<file path="src/rtl/apb_pkg.sv">
// apb_pkg: shared FSM state type, APB direction constants and default bridge parameters
package apb_pkg;
  typedef enum logic [1:0] {IDLE, SETUP, ACCESS, RESP} state_e;
  localparam logic APB_WRITE = 1'b1;
  localparam logic APB_READ = 1'b0;
  localparam int DEF_AW = 32;
  localparam int DEF_DW = 32;
  localparam int DEF_SLV_AW = 5;
  localparam int DEF_NSLV = 2;
  localparam int DEF_TIMEOUT = 16;
endpackage

</file>
<file path="src/rtl/apb_addr_decode.sv">
// apb_addr_decode: maps a request address to a one-hot slave select and a decode error flag
module apb_addr_decode import apb_pkg::*; #(
  parameter int AW = DEF_AW,
  parameter int SLV_AW = DEF_SLV_AW,
  parameter int NSLV = DEF_NSLV
) (
  input  logic [AW-1:0]   addr,
  output logic [NSLV-1:0] sel,
  output logic            decode_err
);
  logic [AW-1:0] idx;
  always_comb begin
    idx = addr >> SLV_AW;
    for (int i = 0; i < NSLV; i++) sel[i] = idx == AW'(i);
    decode_err = ~|sel;
  end
endmodule

</file>
<file path="src/rtl/apb_master_bridge.sv">
// apb_master_bridge: valid/ready request to APB master bridge with per-slave address windows
// Optional APB_TIMEOUT_EN macro aborts an ACCESS phase after TIMEOUT cycles without pready.
module apb_master_bridge import apb_pkg::*; #(
  parameter int AW = DEF_AW,
  parameter int DW = DEF_DW,
  parameter int SLV_AW = DEF_SLV_AW,
  parameter int NSLV = DEF_NSLV
`ifdef APB_TIMEOUT_EN
  , parameter int TIMEOUT = DEF_TIMEOUT
`endif
) (
  input  logic               pclk,
  input  logic               preset,
  input  logic               req_valid,
  output logic               req_ready,
  input  logic               req_write,
  input  logic [AW-1:0]      req_addr,
  input  logic [DW-1:0]      req_wdata,
  output logic               rsp_valid,
  input  logic               rsp_ready,
  output logic [DW-1:0]      rsp_rdata,
  output logic               rsp_err,
  output logic [AW-1:0]      paddr,
  output logic               pwrite,
  output logic [DW-1:0]      pwdata,
  output logic               penable,
  output logic [NSLV-1:0]    psel,
  input  logic [NSLV*DW-1:0] prdata,
  input  logic [NSLV-1:0]    pready,
  input  logic [NSLV-1:0]    pslverr
);
  state_e state_q, state_d;
  logic [NSLV-1:0] psel_q, psel_d, dec_sel;
  logic penable_q, penable_d, pwrite_q, pwrite_d, rsp_valid_q, rsp_valid_d, rsp_err_q, rsp_err_d;
  logic dec_err, sel_rdy, sel_err, done, err;
  logic [AW-1:0] paddr_q, paddr_d;
  logic [DW-1:0] pwdata_q, pwdata_d, rsp_rdata_q, rsp_rdata_d, sel_rdata, rd;
`ifdef APB_TIMEOUT_EN
  localparam int CW = $clog2(TIMEOUT + 1);
  logic [CW-1:0] cnt_q, cnt_d;
`endif
  apb_addr_decode #(.AW(AW), .SLV_AW(SLV_AW), .NSLV(NSLV)) u_dec (
    .addr(req_addr), .sel(dec_sel), .decode_err(dec_err)
  );
  always_comb begin
    sel_rdy = |(pready & psel_q);
    sel_err = |(pslverr & psel_q);
    sel_rdata = '0;
    for (int i = 0; i < NSLV; i++) sel_rdata |= psel_q[i] ? prdata[i*DW +: DW] : '0;
    state_d = state_q;
    psel_d = psel_q;
    penable_d = penable_q;
    pwrite_d = pwrite_q;
    paddr_d = paddr_q;
    pwdata_d = pwdata_q;
    rsp_valid_d = rsp_valid_q;
    rsp_err_d = rsp_err_q;
    rsp_rdata_d = rsp_rdata_q;
    done = sel_rdy;
    err = sel_err;
    rd = pwrite_q == APB_WRITE ? '0 : sel_rdata;
`ifdef APB_TIMEOUT_EN
    cnt_d = cnt_q;
`endif
    case (state_q)
      IDLE: if (req_valid) begin
        paddr_d = req_addr;
        pwdata_d = req_wdata;
        state_d = dec_err ? RESP : SETUP;
        psel_d = dec_err ? '0 : dec_sel;
        pwrite_d = dec_err ? APB_READ : req_write;
        rsp_valid_d = dec_err;
        rsp_err_d = dec_err;
        rsp_rdata_d = '0;
      end
      SETUP: begin
        penable_d = 1'b1;
        state_d = ACCESS;
`ifdef APB_TIMEOUT_EN
        cnt_d = '0;
`endif
      end
      ACCESS: begin
`ifdef APB_TIMEOUT_EN
        cnt_d = cnt_q + 1'b1;
        if (!sel_rdy && cnt_q == CW'(TIMEOUT - 1)) begin
          done = 1'b1;
          err = 1'b1;
          rd = '0;
        end
`endif
        if (done) begin
          psel_d = '0;
          penable_d = 1'b0;
          pwrite_d = APB_READ;
          state_d = RESP;
          rsp_valid_d = 1'b1;
          rsp_err_d = err;
          rsp_rdata_d = rd;
        end
      end
      RESP: if (rsp_ready) begin
        rsp_valid_d = 1'b0;
        state_d = IDLE;
      end
    endcase
  end
  always_ff @(posedge pclk) begin
    if (preset) begin
      state_q <= IDLE;
      psel_q <= '0;
      penable_q <= 1'b0;
      pwrite_q <= APB_READ;
      paddr_q <= '0;
      pwdata_q <= '0;
      rsp_valid_q <= 1'b0;
      rsp_err_q <= 1'b0;
      rsp_rdata_q <= '0;
`ifdef APB_TIMEOUT_EN
      cnt_q <= '0;
`endif
    end else begin
      state_q <= state_d;
      psel_q <= psel_d;
      penable_q <= penable_d;
      pwrite_q <= pwrite_d;
      paddr_q <= paddr_d;
      pwdata_q <= pwdata_d;
      rsp_valid_q <= rsp_valid_d;
      rsp_err_q <= rsp_err_d;
      rsp_rdata_q <= rsp_rdata_d;
`ifdef APB_TIMEOUT_EN
      cnt_q <= cnt_d;
`endif
    end
  end
  assign req_ready = state_q == IDLE;
  assign psel = psel_q;
  assign penable = penable_q;
  assign pwrite = pwrite_q;
  assign paddr = paddr_q;
  assign pwdata = pwdata_q;
  assign rsp_valid = rsp_valid_q;
  assign rsp_err = rsp_err_q;
  assign rsp_rdata = rsp_rdata_q;
endmodule
</file>
<file path="config.mk">
export PLATFORM = sky130hd
export DESIGN_NAME = apb_master_bridge
export DESIGN_NICKNAME = d
export VERILOG_FILES = /design/src/rtl/apb_pkg.sv /design/src/rtl/apb_addr_decode.sv /design/src/rtl/apb_master_bridge.sv
export SDC_FILE = /design/constraint.sdc
export NUM_CORES = 1
export LEC_CHECK = 0
export CAP_MARGIN = 20
export CELL_PAD_IN_SITES_DETAIL_PLACEMENT = 1
export CELL_PAD_IN_SITES_GLOBAL_PLACEMENT = 2
export CORE_MARGIN = 5
export CORE_UTILIZATION = 21
export DETAILED_ROUTE_END_ITERATION = 16
export PLACE_DENSITY_LB_ADDON = 0.1
export SKIP_LAST_GASP = 1
export SLEW_MARGIN = 15
export SYNTH_ARGS = -nofsm -noshare
export SYNTH_HDL_FRONTEND = slang
export SYNTH_SLANG_ARGS = --single-unit
</file>
<file path="constraint.sdc">
create_clock -name pclk -period 4.1 [get_ports pclk]
set_clock_uncertainty 0.2 [all_clocks]
set_input_delay 0.615 -clock pclk [delete_from_list [all_inputs] [get_ports pclk]]
set_output_delay 0.615 -clock pclk [all_outputs]
set_load 0.05 [all_outputs]
</file>
---- Word level (Yosys, flattened, before mapping) ----
Index checks and enable logic that the tools add are counted.
Widths: inputs -> output; s select.
storage, ports and cells
  bits of input ports ..................... 137
  flip-flop bits (word level) ............. 104
  output and inout port bits .............. 103
operators by class
  multiplexer cells ....................... 26
  reductions and logical operators ........ 14
  bitwise logic cells ..................... 3
  equal/unequal tests ..................... 7
operators by type and width
  operator             number
  $mux 32              5
  $pmux 32 s2          1
  $logic_not 32->1     1
  $or 32x32->32        1
  $eq 27x1->1 const B  1
  $mux 2               7
  $pmux 2 s4           1
  $mux 1               7
  $ne 2x2->1 const B   3
  $pmux 1 s2           3
  $reduce_and 3->1     2
  $reduce_or 2->1      3
  $and 2x2->2          2
  $eq 2x2->1 const B   2
  $pmux 2 s2           1
  $reduce_and 2->1     2
  $reduce_and 4->1     1
  $reduce_bool 2->1    2
  $pmux 1 s3           1
  $reduce_bool 3->1    1
  $eq 2x1->1 const B   1
  $logic_not 2->1      1
  $logic_not 1->1      1

---- Longest topological paths before layout ----
Gate-level depths: netlist of the first run.
  word-level depth ........................ 5
  depth in mapped cells ................... 9
  gate-level depth less buffers ........... 6

---- Hierarchy ----
From an unflattened synthesis of the first run, not the netlist that was laid out.
second synthesis, totals
  cells, all modules ...................... 523
  area total of the unflattened synthesis .. 4,450.5 µm²
by module, submodules not included
  module             cells each  times used  area an instance (µm²)
  apb_master_bridge  510         1           4,371.7
  apb_addr_decode    13          1           78.8

---- Worst setup path after synthesis of the first run ----
OpenSTA, ideal clock, no wires.
  path type ............................... register to register
  start ................................... reg state_q[0]
  end ..................................... reg psel_q[1] (netlist: psel[1])
  stages on the path, launching flop included .. 8
  setup time .............................. 0.116 ns
  period minus slack after synthesis ...... 2.211 ns
  path slack .............................. 1.889 ns
  buffers on the path ..................... 1
  required time ........................... 3.784 ns
  data arrival time ....................... 1.895 ns
  cells stage by stage .................... dfxtp_1 > inv_1 > ha_1 > nand2_1 > a22o_1 > buf_4 > and3_1 > a41o_1
between the ends
  longest elaborated chain between the ends .. 3
  elaborated cells on any way between the ends .. 7
ends and longest elaborated chain
  item                                                              RTL line                  text
  start: declaration                                                apb_master_bridge.sv:32   state_e state_q, state_d;
  start signal: assignment                                          apb_master_bridge.sv:123  state_q <= state_d;
  $logic_not 2->1 *                                                 n/a
  net req_ready                                                     apb_master_bridge.sv:15   output logic req_ready,
  $ne 2x2->1 (no source line) or $reduce_bool 2->1 (tied branches)  n/a
  $reduce_and 3->1 (no source line)                                 n/a
  end signal: assignment                                            apb_master_bridge.sv:124  psel_q <= psel_d;
  end: declaration                                                  apb_master_bridge.sv:33   logic [NSLV-1:0] psel_q, psel_d, dec_sel;
Mark *: on every way through the listed nets, which the timed path passes. The rest lies on a longest branch.
A chain may end at the register's enable or synchronous reset.

---- Worst setup path after layout of the first run ----
  start ................................... reg psel_q[0] (netlist: psel[0])
  end ..................................... out psel[0]
RTL lines
  item              RTL line                 text
  end: declaration  apb_master_bridge.sv:27  output logic [NSLV-1:0] psel,
No word-level cell between the ends.

==> impl_results.md, run 1 <==
- Largest net degree at the start of global routing: 65
- Rows: 51
- Final Slew Violations: 0
- Peak VDD IR: 208.4 uV
- Drt drc: 0
- Slowest-stage cell, CP: clkdlybuf4s50_1
- Post-CTS Setup Repair Bufs: 0
- Area growth from synthesis to layout: 69.22%
- Hold WC Path Type: register to register
- Final setup violation count: 0
- Status: finished clean
- Initial antenna violation count: 1
- Final WL: 17150 um
- Sequential element share of the synthesized area: 0.4929
- Pwr Total: 3.700 mW
- Final hold violation count: 0
- RSZ-0062 raised after global routing: no
- Clock period minus worst slack: 2890 ps
- Post-synth EDFFs: 0
- Startpoint Class: register
- Crit-path cells: clkdlybuf4s50_1
- First-pass DRT Iterations: 4
- Cell Area, Synth: 0.004224 sq mm
- Reg clk slew, reported paths: 70 ps
- CTS hold repair buffers: 0
- Clock root buffer: clkbuf_16
- CP bufs+invs: 1
- Least-Margin Pin Slew: 978.6 ps
- Number of synthesis warnings: 0
- Final worst-path cycle share: 0.7050
- Hpwl dp: 12860 um
- GRT overflow: 0
- Post-Syn Area per Cell: 8.092 sq um
- Ys flop type: dfxtp_1
- DRT antenna net count: 0
- Synth async-reset ratio: 0
- Total Die Area: 0.02305 sq mm
- DR WL/cell: 17.05 um
- Critical Path Sink Type: primary output
- Slew margin rel.: 0.3476
- Core ar.: 0.01965 sq mm
- Critical Path RT: 3280 ps
- Max Clk Rate: 346.0 MHz
- Io pins: 240
- Htree depth: 3
- Yosys cell types: 35
- Pleak: 2.510 nW
- Drt first-iter violations: 161
- Chip Width: 151.8 um
- Global-route wire length before repair: 26970 um
- Fin Setup TNS: 0 ps
- Clk buf depth: 2
- Number of synthesized register bits: 104
- Kind of critical path: register to primary output
- Initial Utilization: 0.2149
- Layout cells sized above 1: 0.04189
- CTS tree: yes
- CP top delay family: buffers and inverters
- Power Density: 517.6 mW/mm^2
- Post-CTS Resized: 0
- Drt via density: 4.498
- Total CTS buffers: 9
- Placer Congestion: 0.7443
- Routed vias: 4525
- Clk sinks: 104
- Arrival @ worst endpoint: 2080 ps
- Vias in the first global route: 4898
- Critical path's largest stage delay: 940 ps
- DP Worst Slack: 1092 ps
- Chip height: 151.8 um
- Max-cap violations: 0
- Nets: 878
- I/O Buffers: 239
- GRT Overall Usage: 0.1441
- Clock Latency Late Sink: 350 ps
- Worst Slack Setup Final: 1210 ps
- Synthesized net count: 664
- Max FO, Critical Path: 17
- Post-Synthesis Cells: 522
layout make-up:
class | count | area, sq um
Multi-Input combinational cell | 369 | 1921
Sequential cell | 104 | 2082
Tap cell | 265 | 331.6
Antenna cell | 1 | 2.502
Clock buffer | 10 | 239.0
Timing Repair Buffer | 247 | 2450
Inverter | 5 | 18.77
Clock inverter | 5 | 103.9
Fill cell | 2335 | 12510
registers in the layout (all words and copies together) (netlist names), 2 cells and up:
name,cells
paddr,32
psel,2
pwdata,32
rsp_rdata,32
state_q,2
worst paths after layout:
| kind | startpoint | slack (ps) | endpoint | depth (start not counted) |
|---|---|---|---|---|
| setup / recovery | psel[0] | 1210 | psel[0] | 1 |
| hold / removal | paddr[19] | 250 | paddr[19] | 2 |
| setup reg to reg | state_q[0] | 1440 | rsp_rdata[17] | 7 |
| hold reg to reg | paddr[19] | 250 | paddr[19] | 2 |
layout by cell type, fill, tap and decap left out, types with 2 or more instances in the layout:
cell type,instances
nor4_1,7
ha_1,5
clkbuf_16,9
dfxtp_1,104
buf_4,9
a21oi_1,98
and3_1,2
inv_1,4
clkdlybuf4s50_1,238
a22oi_4,2
nand2b_1,2
bufinv_16,3
a41o_1,2
nand2_1,164
a22o_1,33
nand3_1,34
nor2_1,2
Yosys cell counts, types with 2 or more instances:
library cell | number | share of area
and3_1 | 2 | 0.0030
clkbuf_1 | 26 | 0.023
nand3_1 | 34 | 0.040
nand2_1 | 165 | 0.15
buf_6 | 3 | 0.0080
ha_1 | 5 | 0.015
a21oi_1 | 98 | 0.12
buf_2 | 5 | 0.0059
buf_1 | 6 | 0.0053
dfxtp_1 | 104 | 0.49
a41o_1 | 2 | 0.0047
nor2b_1 | 2 | 0.0030
nor4_1 | 7 | 0.010
a22o_1 | 33 | 0.068
inv_1 | 4 | 0.0036
nand2b_1 | 2 | 0.0030
a22oi_4 | 2 | 0.010
nor2_1 | 2 | 0.0018
buf_4 | 4 | 0.0071
worst reg2reg max path, delay by kind of cell, from the launching register on:
family / cells / cell delay [ps]
buffers and inverters: 2 / 470
AO/OA/AOI/OAI: 2 / 850
flip-flops: 1 / 390
adder cells (fa/ha/maj): 1 / 380
AND/OR/NAND/NOR: 2 / 290
cells by family (layout without fill, tap and decap cells):
group                      Yosys count  in the layout  share of synthesized area
DFF                                104            104                     0.4929
AOI/OAI and AO/OA                  145            145                     0.2195
other                                0              1                          0
and+or+nand+nor                    219            219                     0.2189
buffers and inverters               49            267                    0.05391
adders and majority gates            5              5                    0.01481
power by group:
part	leakage [nW]	internal [mW]	total (mW)	switching [mW]
Combinational	1.49	0.483	1.49	1.00
Sequential	0.847	1.14	1.21	0.0707
Clock	0.169	0.612	1.00	0.390
per-layer routing:
| metal | track usage | share of wire |
|---|---|---|
| met2 | 0.2542 | 0.51 |
| met4 | 0.03981 | 0.018 |
| met5 | 0 | 0 |
| met3 | 0.05623 | 0.070 |
| met1 | 0.1621 | 0.40 |
through the flow:
step / utilization / area, sq um / hold WS [ps] / instances
floorplan: - / 4224 / 301.2 / 522
global placement: 0.3461 / 6803 / 241.4 / 990
detailed placement: 0.3461 / 6803 / 247.8 / 990
CTS: 0.3636 / 7146 / 257.8 / 1005
global route: 0.3637 / 7148 / 272.0 / 1006
finish: 0.3637 / 7148 / 254.8 / 1006
Power figures use the tool's default switching activity.
==> inputs of run 2 (changes only) <==
CORE_UTILIZATION = 20   (was 21)
clock period = 3 ns   (was 4.1 ns; I/O delays follow)
==> run 2 against run 1 <==
  * Sequential power grew 36%
  * Sequential cell count stayed put
  * Cell area about the same
  * Combinational power increased by 37%
  * Worst hold slack gained 0.76 ps
  * Via count down 0.33%
  * Critical endpoint is now req_ready
  * Highest routed layer unchanged
==> impl_results.md, run 2 (same netlist as run 1, synthesis figures left out) <==
- Hpwl dp: 12430 um
- Clk buf depth: 2
- Post-CTS Setup Repair Bufs: 0
- Reg2reg end: pwdata[28]
- RSZ-0062 raised after global routing: no
- Max FO, Critical Path: 6
- CP bufs+invs: 2
- Power Density: 692.4 mW/mm^2
- DR WL/cell: 16.45 um
- Core ar.: 0.02089 sq mm
- Routed vias: 4510
- Clk sinks: 104
- Htree depth: 3
- Final worst-path cycle share: 0.8852
- Global-route wire length before repair: 26070 um
- Fin Hold WS: 255.6 ps
- Origin of the critical flop-to-flop path: state_q[1]
- Clock Latency Late Sink: 350 ps
- Drt drc: 0
- CTS hold repair buffers: 0
- Clock root buffer: clkbuf_16
- Fin Setup TNS: 0 ps
- Peak VDD IR: 288.8 uV
- CTS tree: yes
- Final Slew Violations: 0
- Status: finished clean
- CP top delay family: buffers and inverters
- Total Die Area: 0.02413 sq mm
- Drt via density: 4.422
- Critical path's largest stage delay: 900 ps
- Drt first-iter violations: 113
- Storage element area: 0.002082 sq mm
- Final hold violation count: 0
- GRT overflow: 0
- Layout cells sized above 1: 0.04845
- I/O Buffers: 239
- Max Clk Rate: 376.6 MHz
- Critical Path RT: 2350 ps
- Pleak: 2.504 nW
- Commonest non-fill, non-tap cell in the layout: clkdlybuf4s50_1
- Hold Path End: pwdata[4]
- GRT Overall Usage: 0.1349
- Io pins: 240
- Initial antenna violation count: 1
- Chip height: 155.3 um
- First-pass DRT Iterations: 4
- Pwr Total: 4.948 mW
- Least-Margin Pin Slew: 721.9 ps
- Slew margin rel.: 0.5187
- Final WL: 16770 um
- Post-CTS Resized: 0
- Kind of critical path: register to primary output
- Placer Congestion: 0.7229
- Arrival @ worst endpoint: 2010 ps
- Rows: 53
- DRT antenna net count: 0
- # fillers: 2430
- Final setup violation count: 0
- Area growth from synthesis to layout: 69.16%
- Chip Width: 155.3 um
- Startpoint Class: register
- Vias in the first global route: 4874
- Crit-path cells: inv_1 -> ha_1 -> clkdlybuf4s50_1
- Cells on worst reg2reg path: 6
- Reg clk slew, reported paths: 70 ps
- Hold WC Path Type: register to register
- Initial Utilization: 0.2022
- Most frequent cells in the layout: clkdlybuf4s50_1 (236), nand2_1 (164), dfxtp_1 (104), a21oi_1 (98), nand3_1 (34)
- Max-cap violations: 0
- Nets: 880
- Total CTS buffers: 9
- Largest net degree at the start of global routing: 65
- Multi-input combinational cell area: 0.001921 sq mm
- Worst Hold Path Cells: 2
- Min-delay src: pwdata[4]
- Critical Path Sink Type: primary output
- R2r setup slk: 830 ps
- Slowest-stage cell, CP: clkdlybuf4s50_1
- Clock period minus worst slack: 2656 ps
run 2: how the worst max path moves through the flow:
stage | from | cells past startpoint | slack (ps) | endpoint
global placement | req_addr[12] | 5 | 580 | pwrite
finish | state_q[1] | 3 | 340 | req_ready
global route | state_q[1] | 3 | 200 | req_ready
detailed placement | req_addr[12] | 5 | 520 | rsp_err
floorplan | state_q[0] | 7 | 790 | psel[1]
CTS | state_q[1] | 3 | 320 | req_ready
run 2: final cells by class:
| cell class | count | share of cell area |
|---|---|---|
| clock buffers | 11 | 0.03537 |
| repair buffers | 249 | 0.3442 |
| flip-flops and latches | 104 | 0.2914 |
| inverters | 5 | 0.002627 |
| clock inverters | 5 | 0.008755 |
| well taps | 275 | 0.04815 |
| diodes | 2 | 0.0007004 |
| multi-input cells | 369 | 0.2688 |
run 2: metal layers:
| metal | GRT usage | vias to the layer above | share of wire |
|---|---|---|---|
| li1 | - | 2218 | - |
| met4 | 0.03501 | 0 | 0.015 |
| met1 | 0.1498 | 2153 | 0.40 |
| met2 | 0.2379 | 123 | 0.51 |
| met3 | 0.05647 | 16 | 0.083 |
| met5 | 0 | - | 0 |
run 2: report_power, final:
| group | internal, mW | total [mW] | switching, mW | leakage [nW] |
|---|---|---|---|---|
| logic | 0.673 | 2.04 | 1.37 | 1.51 |
| clock network | 0.698 | 1.25 | 0.552 | 0.148 |
| registers | 1.56 | 1.65 | 0.0953 | 0.847 |
| total | 2.93 | 4.95 | 2.02 | 2.50 |
run 2: worst register-to-register path, cell delays in order, from the launching register on:
cell and delay (ps):
dfxtp_1 370, inv_1 120, ha_1 260, and2_2 520, buf_4 360, nand2_1 110, a21oi_1 140
run 2: per-stage QoR:
step | util | std cells | area [sq um] | setup slack, ps
after global routing | 0.3420 | 1019 | 7143 | 195.7
after floorplan | - | 522 | 4224 | 789.0
after detailed placement | 0.3267 | 1002 | 6825 | 518.0
after global placement | 0.3267 | 1002 | 6825 | 580.3
final | 0.3421 | 1020 | 7146 | 344.4
after CTS | 0.3418 | 1018 | 7141 | 316.9
==> inputs of run 3 (changes only) <==
CTS_CLUSTER_SIZE = 25   (was default)
PLACE_DENSITY_LB_ADDON = 0.08   (was 0.1)
SLEW_MARGIN = default   (was 15)
==> run 3 against run 2 <==
  * Count of clock-buffer cells in the layout shrank 1
  * Sequential cell count is the same
  * Final cell count down 0.20%
  * Critical path depth unchanged
  * Largest power group unchanged
==> impl_results.md, run 3 (same netlist as run 1, synthesis figures left out) <==
- Most frequent cells in the layout: clkdlybuf4s50_1 (236), nand2_1 (164), dfxtp_1 (104), a21oi_1 (98), nand3_1 (34)
- I/O Buffers: 239
- Max-cap violations: 0
- Nets: 880
- Commonest non-fill, non-tap cell in the layout: clkdlybuf4s50_1
- Power Density: 685.8 mW/mm^2
- DRT antenna net count: 0
- RSZ-0062 raised after global routing: no
- Drt via density: 4.366
- Clock Power Share: 0.238
- Startpoint Class: register
- Least-Margin Pin Slew: 727.6 ps
- Core ar.: 0.02089 sq mm
- Hold WC Path Type: register to register
- Final worst-path cycle share: 0.8838
- Placer Congestion: 0.7218
- Clk sinks: 104
- Drt first-iter violations: 114
- Total CTS buffers: 9
- Clock Latency Late Sink: 340 ps
- Largest net degree at the start of global routing: 65
- Drt drc: 0
- Chip height: 155.3 um
- Kind of critical path: register to primary output
- Total Die Area: 0.02413 sq mm
- Placed Instances: 1002
- Multi-input combinational cell area: 0.001921 sq mm
- Final WL: 17040 um
- GRT overflow: 0
- Combinational share of power: 0.424
- Critical Path Sink Type: primary output
- Vias in the first global route: 4853
- ANT cells: 0
- Htree depth: 3
- Clock period minus worst slack: 2651 ps
- Arrival @ worst endpoint: 2000 ps
- Critical Path RT: 2350 ps
- Final setup violation count: 0
- Final Slew Violations: 0
- Hpwl dp: 12670 um
- Clk buf depth: 2
- Peak VDD IR: 355.7 uV
- Rows: 53
- Global-route wire length before repair: 26480 um
- Initial antenna violation count: 0
- Storage element area: 0.002082 sq mm
- CTS hold repair buffers: 0
- Fin Setup TNS: 0 ps
- # fillers: 2453
- Area growth from synthesis to layout: 69.08%
- Io pins: 240
- Sw Share: 0.4174
- Layout Cells excl Fill: 1018
- Seq pwr share: 0.338
- Clock root buffer: clkbuf_16
- Post-CTS Setup Repair Bufs: 0
- CTS tree: yes
- Pleak: 2.498 nW
- Switching power of the nets: 2.044 mW
- Reg clk slew, reported paths: 80 ps
- Status: finished clean
- Final hold violation count: 0
- Layout cells sized above 1: 0.04845
- Initial Utilization: 0.2022
- First-pass DRT Iterations: 4
- Chip Width: 155.3 um
- P_int: 2.854 mW
- Routed vias: 4445
- Post-CTS Resized: 0
- GRT Overall Usage: 0.1371
- Max Clk Rate: 377.2 MHz
- Max FO, Critical Path: 6
- DR WL/cell: 16.74 um
- Slew margin rel.: 0.5149
==> run 3: final timing paths <==
check	startpoint	end	slack (ps)	depth (start not counted)
setup / recovery	state_q[1]	req_ready	350	3
hold / removal	pwdata[19]	pwdata[19]	260	2
setup reg to reg	state_q[0]	pwrite	700	7
hold reg to reg	pwdata[19]	pwdata[19]	260	2
==> run 3: critical path, cell delays in order, from the launching register on <==
cell,delay [ps]
dfxtp_1,370
inv_1,120
ha_1,280
clkdlybuf4s50_1,890
==> run 3: area by class of cell <==
class                           instances  share of cell area
Sequential cell                       104              0.2915
Clock inverter                          6            0.007358
Tap cell                              275             0.04818
Timing Repair Buffer                  249              0.3479
Clock buffer                           10             0.03346
Multi-Input combinational cell        369              0.2689
Inverter                                5            0.002628
==> run 3: metrics by stage <==
| stage | setup slack, ps | total power, mW | area, sq um | hold WS (ps) | utilization |
|---|---|---|---|---|---|
| after floorplan | 789.0 | 3.002 | 4224 | 301.2 | - |
| after global placement | 542.5 | 3.779 | 6850 | 241.4 | 0.3279 |
| after detailed placement | 515.6 | 3.809 | 6850 | 245.8 | 0.3279 |
| after CTS | 330.2 | 5.018 | 7142 | 257.6 | 0.3419 |
| after global routing | 247.4 | 5.205 | 7142 | 270.6 | 0.3419 |
| final | 348.5 | 4.898 | 7142 | 255.2 | 0.3419 |
==> run 3: per-layer routing <==
layer  GRT usage  share of wire  vias to the layer above
met5           0              0                        -
met4     0.04085          0.013                        0
met3     0.05369          0.085                       14
met2      0.2388           0.50                      123
met1      0.1549           0.40                     2090
li1            -              -                     2218
==> run 3: power by group through the flow <==
| stage | sequential, mW | clock [mW] | combinational (mW) |
|---|---|---|---|
| finish | 1.65 | 1.17 | 2.08 |
| global route | 1.68 | 1.27 | 2.25 |
| CTS | 1.66 | 1.23 | 2.13 |
| detailed placement | 1.69 | 0 | 2.12 |
| global placement | 1.68 | 0 | 2.10 |
| floorplan | 2.25 | 0 | 0.751 |
